[src/rtl/conv3x3_pkg.sv]
// conv3x3_pkg: shared FSM encoding, frame count rules and MAC width rules for the 3x3 stream convolver
package conv3x3_pkg;
  typedef enum logic [2:0] {ST_IDLE, ST_PRIME, ST_FETCH, ST_DRAIN, ST_DONE} state_e;
  localparam int KTAPS = 9;
  localparam int GUARD_BITS = 4;
  function automatic int reads_per_frame(int w, int h);
    return 3 * w * (h - 2);
  endfunction
  function automatic int results_per_frame(int w, int h);
    return (w - 2) * (h - 2);
  endfunction
  function automatic int prod_width(int rw, int cw);
    return rw + cw + 1;
  endfunction
  // the 9-term sum needs 4 guard bits above a single product to never overflow
  function automatic int sum_width(int rw, int cw);
    return prod_width(rw, cw) + GUARD_BITS;
  endfunction
endpackage

[src/rtl/conv3x3_mac.sv]
// conv3x3_mac: two-stage 3x3 multiply-accumulate with arithmetic shift and unsigned saturation
module conv3x3_mac
  import conv3x3_pkg::*;
#(
  parameter int RAM_WIDTH  = 8,
  parameter int COEF_WIDTH = 8,
  parameter int SHIFT      = 4
) (
  input  logic                            clk,
  input  logic                            reset,
  input  logic                            i_valid,
  input  logic [KTAPS*RAM_WIDTH-1:0]      i_pix,
  input  logic [KTAPS*COEF_WIDTH-1:0]     i_coef,
  output logic                            o_valid,
  output logic [RAM_WIDTH-1:0]            o_data
);
  localparam int PW = prod_width(RAM_WIDTH, COEF_WIDTH);
  localparam int SW = sum_width(RAM_WIDTH, COEF_WIDTH);
  logic signed [PW-1:0] prod_d [KTAPS];
  logic signed [PW-1:0] prod_q [KTAPS];
  logic                 v1_q;
  logic signed [SW-1:0] sum_d;
  logic signed [SW-1:0] sh_d;
  logic [RAM_WIDTH-1:0] sat_d;
  always_comb begin
    for (int k = 0; k < KTAPS; k++)
      prod_d[k] = PW'($signed({1'b0, i_pix[k*RAM_WIDTH +: RAM_WIDTH]})) * PW'($signed(i_coef[k*COEF_WIDTH +: COEF_WIDTH]));
  end
  always_comb begin
    sum_d = '0;
    for (int k = 0; k < KTAPS; k++)
      sum_d = sum_d + SW'(prod_q[k]);
    sh_d  = sum_d >>> SHIFT;
    sat_d = sh_d[SW-1] ? '0 : (|sh_d[SW-2:RAM_WIDTH]) ? '1 : sh_d[RAM_WIDTH-1:0];
  end
  always_ff @(posedge clk) begin
    if (reset) begin
      v1_q    <= 1'b0;
      o_valid <= 1'b0;
      o_data  <= '0;
      for (int k = 0; k < KTAPS; k++)
        prod_q[k] <= '0;
    end else begin
      v1_q    <= i_valid;
      o_valid <= v1_q;
      if (i_valid)
        for (int k = 0; k < KTAPS; k++)
          prod_q[k] <= prod_d[k];
      if (v1_q)
        o_data <= sat_d;
    end
  end
endmodule

[src/rtl/conv3x3_stream.sv]
// conv3x3_stream: streams column triplets from an upstream frame buffer and writes 3x3-convolved pixels downstream
module conv3x3_stream
  import conv3x3_pkg::*;
#(
  parameter int RAM_WIDTH    = 8,
  parameter int IMAGE_WIDTH  = 10,
  parameter int IMAGE_HEIGHT = 10,
  parameter int COEF_WIDTH   = 8,
  parameter int SHIFT        = 4
) (
  input  logic                         clk,
  input  logic                         reset,
  input  logic                         i_start,
  input  logic                         i_coef_valid,
  input  logic [3:0]                   i_coef_idx,
  input  logic signed [COEF_WIDTH-1:0] i_coef,
  output logic                         o_read_valid,
  input  logic [RAM_WIDTH-1:0]         i_data_from_mem,
  output logic                         o_load_valid,
  output logic [RAM_WIDTH-1:0]         o_data_to_mem,
  output logic                         o_busy,
  output logic                         o_done
);
  localparam int READS   = reads_per_frame(IMAGE_WIDTH, IMAGE_HEIGHT);
  localparam int RESULTS = results_per_frame(IMAGE_WIDTH, IMAGE_HEIGHT);
  localparam int RCW = $clog2(READS + 1);
  localparam int QCW = $clog2(RESULTS + 1);
  localparam int CCW = $clog2(IMAGE_WIDTH);
  localparam int SCW = $clog2(IMAGE_HEIGHT);
  state_e                       state_q, state_d;
  logic [RCW-1:0]               rd_cnt_q;
  logic [QCW-1:0]               res_cnt_q;
  logic [1:0]                   k_q;
  logic [CCW-1:0]               col_q;
  logic [SCW-1:0]               strip_q;
  logic                         samp_q, wv_q, samp, bottom, last_col;
  logic [RAM_WIDTH-1:0]         top_q, mid_q;
  logic [RAM_WIDTH-1:0]         win_q [3][3];
  logic signed [COEF_WIDTH-1:0] coef_q [KTAPS];
  logic [KTAPS*RAM_WIDTH-1:0]   pix_flat;
  logic [KTAPS*COEF_WIDTH-1:0]  coef_flat;
  always_comb begin
    state_d      = state_q;
    o_read_valid = 1'b0;
    case (state_q)
      ST_IDLE:  state_d = i_start ? ST_PRIME : ST_IDLE;
      ST_PRIME: begin
        o_read_valid = 1'b1;
        state_d      = ST_FETCH;
      end
      ST_FETCH: begin
        o_read_valid = 1'b1;
        state_d      = (rd_cnt_q == RCW'(READS - 1)) ? ST_DRAIN : ST_FETCH;
      end
      ST_DRAIN: state_d = (o_load_valid && res_cnt_q == QCW'(RESULTS - 1)) ? ST_DONE : ST_DRAIN;
      ST_DONE:  state_d = ST_IDLE;
      default:  state_d = ST_IDLE;
    endcase
  end
  assign o_busy   = state_q != ST_IDLE;
  assign o_done   = state_q == ST_DONE;
  // samp_q marks the cycle a FETCH read's data is on the bus; the PRIME word never sets it
  assign samp     = samp_q && strip_q != SCW'(IMAGE_HEIGHT - 2);
  assign bottom   = samp && k_q == 2'd2;
  assign last_col = col_q == CCW'(IMAGE_WIDTH - 1);
  always_ff @(posedge clk) begin
    if (reset) begin
      state_q   <= ST_IDLE;
      rd_cnt_q  <= '0;
      res_cnt_q <= '0;
      samp_q    <= 1'b0;
      wv_q      <= 1'b0;
      k_q       <= '0;
      col_q     <= '0;
      strip_q   <= '0;
      top_q     <= '0;
      mid_q     <= '0;
    end else begin
      state_q   <= state_d;
      samp_q    <= state_q == ST_FETCH;
      rd_cnt_q  <= (state_q == ST_IDLE) ? '0 : rd_cnt_q + RCW'(state_q == ST_FETCH);
      res_cnt_q <= (state_q == ST_IDLE) ? '0 : res_cnt_q + QCW'(o_load_valid);
      wv_q      <= bottom && col_q >= CCW'(2);
      if (state_q == ST_IDLE) begin
        k_q     <= '0;
        col_q   <= '0;
        strip_q <= '0;
      end else if (samp) begin
        k_q <= bottom ? 2'd0 : k_q + 2'd1;
        if (k_q == 2'd0) top_q <= i_data_from_mem;
        if (k_q == 2'd1) mid_q <= i_data_from_mem;
        if (bottom) begin
          col_q   <= last_col ? '0 : col_q + CCW'(1);
          strip_q <= strip_q + SCW'(last_col);
        end
      end
    end
  end
  always_ff @(posedge clk) begin
    if (reset) begin
      for (int r = 0; r < 3; r++)
        for (int c = 0; c < 3; c++)
          win_q[r][c] <= '0;
    end else if (bottom) begin
      for (int r = 0; r < 3; r++) begin
        win_q[r][0] <= win_q[r][1];
        win_q[r][1] <= win_q[r][2];
      end
      win_q[0][2] <= top_q;
      win_q[1][2] <= mid_q;
      win_q[2][2] <= i_data_from_mem;
    end
  end
  always_ff @(posedge clk) begin
    if (reset) begin
      for (int k = 0; k < KTAPS; k++)
        coef_q[k] <= (k == 4) ? COEF_WIDTH'(2 ** SHIFT) : '0;
    end else if (state_q == ST_IDLE && i_coef_valid) begin
      for (int k = 0; k < KTAPS; k++)
        if (i_coef_idx == 4'(k)) coef_q[k] <= i_coef;
    end
  end
  for (genvar g = 0; g < KTAPS; g++) begin : g_pack
    assign pix_flat[g*RAM_WIDTH +: RAM_WIDTH]    = win_q[g/3][g%3];
    assign coef_flat[g*COEF_WIDTH +: COEF_WIDTH] = coef_q[g];
  end
  conv3x3_mac #(
    .RAM_WIDTH (RAM_WIDTH),
    .COEF_WIDTH(COEF_WIDTH),
    .SHIFT     (SHIFT)
  ) u_mac (
    .clk    (clk),
    .reset  (reset),
    .i_valid(wv_q),
    .i_pix  (pix_flat),
    .i_coef (coef_flat),
    .o_valid(o_load_valid),
    .o_data (o_data_to_mem)
  );
endmodule

[config.mk]
export PLATFORM = sky130hd
export DESIGN_NAME = conv3x3_stream
export DESIGN_NICKNAME = d
export VERILOG_FILES = /design/src/rtl/conv3x3_pkg.sv /design/src/rtl/conv3x3_mac.sv /design/src/rtl/conv3x3_stream.sv
export SDC_FILE = /design/constraint.sdc
export NUM_CORES = 2
export LEC_CHECK = 0
export BUFFER_PORTS_ARGS = -buffer_cell sky130_fd_sc_hd__buf_2
export CORE_MARGIN = 2
export CORE_UTILIZATION = 50
export DETAILED_ROUTE_END_ITERATION = 10
export PLACE_DENSITY = 0.65
export SETUP_SLACK_MARGIN = 0.1
export SLEW_MARGIN = 20
export SYNTH_ARGS = -nofsm -noshare
export SYNTH_HDL_FRONTEND = slang
export SYNTH_SLANG_ARGS = --single-unit
[constraint.sdc]
create_clock -name clk -period 16 [get_ports clk]
set_clock_uncertainty 0.15 [all_clocks]
set_input_delay 2.4 -clock clk [delete_from_list [all_inputs] [get_ports clk]]
set_output_delay 2.4 -clock clk [all_outputs]
set_load 0.03 [all_outputs]
==> results_dict.tcl <==
set metrics [dict create \
    outcome "completed" \
    final_cell_mix "inv_1 (664), fa_1 (438), ha_1 (430)" \
    placed_cells 4381 \
    pwr-share-seq_pct 32.2 \
    synthArstFlopShare_pct 0 \
    clock_sinks 353 \
    n_fill_cell 6350 \
    synthTopCellsByArea "edfxtp_1 (25%), fa_1 (25%), ha_1 (15%)" \
    finalSetupViolCount 0 \
    cts_tree "built" \
    synth_area_um2 35700 \
    p_sw_share_pct 36.1 \
    gr-total-overflow 0 \
    p_sw_mw 1.21 \
    cts_setup_buffers 0 \
    yosysWarnings 0 \
    fmax_mhz 152 \
    met1_usage_pct 30.2 \
    p_per_area_nw_per_um2 87.2 \
    crit_chain "inv_1, fa_1, inv_1, ha_1, inv_1, fa_1, nor2b_1, o21ai_0, a21boi_0, o21ai_0, a2111oi_0, nor2_1, a31oi_1, o311ai_0, fa_1, ha_1, a21o_1, a21o_1, a21oi_1, xnor2_1, or3_4, a2111oi_4, a311oi_4, a221o_1" \
    yosysSeqAreaShare_pct 28.1 \
    dr.pass1.iters 5 \
    syn_avg_cell_area_um2 10.4 \
    final_core_util_pct 54.5 \
    drv_slew 0 \
    viasPerCell 5.17 \
    cts_hold_buf 0 \
    drt_iter0_drc 1236 \
    p_int_mw 2.14 \
    synth_seq_cells 353 \
    crit_required_ps 16310 \
    clk-insertion-delay-late_ps 590 \
    wl_per_cell_um 18.1 \
    slowest_delay_ps 730 \
    busiest_layer "met2" \
    critPathCaptureType "flop" \
    fp-row-count 97 \
    drv_cap 0 \
    maxSlewHeadroom_pct 22.1 \
    pre_cts_slack_ps 9470 \
    drc 0 \
    grt_pass1_wl_um 132000 \
    timing_worst_slew_pin_value_ps 1170 \
    syn_nets 4336 \
    layout-drive-gt1-share_pct 3.90 \
    grt_util_met3_pct 3.47 \
    finalHoldViolCount 0 \
    min_period_ps 6560 \
    fin_crit_sh_pct 41.0 \
    grt_max_degree 81 \
    hold_class "reg -> reg" \
    ant_nets 0 \
    synth_ff_type "edfxtp_1" \
    coreArea_um2 70400 \
    cts.clk_slew.worst_paths_ps 60 \
    drt-total-wl_um 80500 \
    dp_hpwl_um 63100 \
    start_util_pct 50.7 \
    place.port_buffers 35 \
    synthToLayoutAreaGrowth_pct 7.50 \
    grt_pass1_vias 24100 \
    arrival_ps 6870 \
    final_common_cell "inv_1" \
    io_pins 36 \
    antenna_found_initial 3 \
    ctsRootBufferMaster "clkbuf_16" \
    nNetsFinal 4377 \
    fp.dieW_um 271 \
    syn_inst 3444 \
    ir_drop_uv 72.5 \
    rsz0062_at_grt "false" \
    cts_made_buffers 42 \
    startpoint_type "flop" \
    crit_fanout 8 \
    path_buf_inv 3 \
    crit_slowest_cell "a2111oi_0" \
    grt_use_total_pct 23.0 \
    place_congestion 0.861 \
    met2_usage_pct 38.9 \
    crit_family "compound AO/OA/AOI/OAI gates" \
    tns_ps 0 \
    ys_types 65 \
    dieArea_um2 73600 \
    combinationalPowerShare_pct 38.8 \
    fin_ws_ps 9440 \
    vias 23000 \
    synth_edf_count 297 \
    synth_top_area_cell "edfxtp_1" \
    clock_path_buffers 3 \
    worstSetupPathType "reg -> reg" \
    ctsResizeCount 0 \
    die_h_um 271 \
    p_leak_nw 18.2 \
    synth_top_area_share_pct 25.0 \
    stdcell_count 4459 \
    p_clk_share_pct 29.0 \
    h-tree-depth 2 \
]
## routing by layer
| layer | vias to the layer above | wire length, µm |
|---|---|---|
| met3 | 116 | 3270 |
| met1 | 11500 | 35200 |
| met4 | 0 | 2980 |
| met2 | 334 | 39000 |
| li1 | 11100 | - |
| met5 | - | 0 |
## final cells by class
class	instances	area, µm²	share of cell area [%]
Multi-Input combinational cell	2376	23000	60.0
Sequential cell	353	10000	26.2
Inverter	665	2500	6.50
Tap cell	940	1180	3.06
Clock buffer	53	1120	2.93
Timing Repair Buffer	47	265	0.691
Clock inverter	22	243	0.632
Antenna cell	3	7.51	0.0196
## power groups by stage
stage                     clock, mW  sequential, mW  combinational [mW]
after floorplan                   0            1.07                1.02
after global routing           1.02            1.08                1.48
after CTS                     0.988            1.08                1.30
after global placement            0            1.10                1.28
after detailed placement          0            1.10                1.29
final                         0.970            1.08                1.30
## worst reg2reg max path, cell delays in order (launching register included)
cell	delay, ps
edfxtp_1	370
inv_1	80
fa_1	400
inv_1	60
ha_1	150
inv_1	70
fa_1	460
nor2b_1	120
o21ai_0	110
a21boi_0	200
o21ai_0	150
a2111oi_0	730
nor2_1	150
a31oi_1	310
o311ai_0	240
fa_1	520
ha_1	340
a21o_1	210
a21o_1	200
a21oi_1	150
xnor2_1	80
or3_4	340
a2111oi_4	350
a311oi_4	200
a221o_1	290
## flip-flops by register name, indices dropped and copies added, names as in the netlist, 3 cells and up
register      cells
u_mac.o_data      8
strip_q           4
res_cnt_q         7
state_q           3
rd_cnt_q          8
top_q             8
col_q             4
mid_q             8
coef_q           72
u_mac.prod_q    153
win_q            72
## worst paths after layout
path                             from         endpoint  slack [ps]  cells after the start
setup / recovery  u_mac.prod_q[0][35]  u_mac.o_data[6]        9440                     24
hold / removal               mid_q[0]         mid_q[0]         340                      2
setup reg to reg  u_mac.prod_q[0][35]  u_mac.o_data[6]        9440                     24
hold reg to reg              mid_q[0]         mid_q[0]         340                      2
## synthesized netlist by cell type (47+ instances only)
cell type,instances
edfxtp_1,297
fa_1,438
and2_1,419
o21ai_0,63
inv_1,665
ha_1,430
xor2_1,59
nand2_1,275
xnor2_1,60
nor2_1,175
nand2b_1,64
nor3_1,47
dfxtp_1,56
a21oi_1,81
## logic make-up after synthesis
logic type / synth area share (%)
simple gates: 15.7
fa+ha+maj: 39.6
flops: 28.1
xor+xnor: 2.92
buf+inv: 7.52
compound gates: 5.55
mux: 0.592
## per-stage QoR
step                power (mW)  instance area (µm²)  hold slack [ps]
detailed placement        2.38                37000              323
global route              3.58                38400              360
floorplan                 2.09                35700              302
CTS                       3.37                38400              338
finish                    3.35                38400              336
global placement          2.37                37000              314
(Power assumes the default switching activity.)
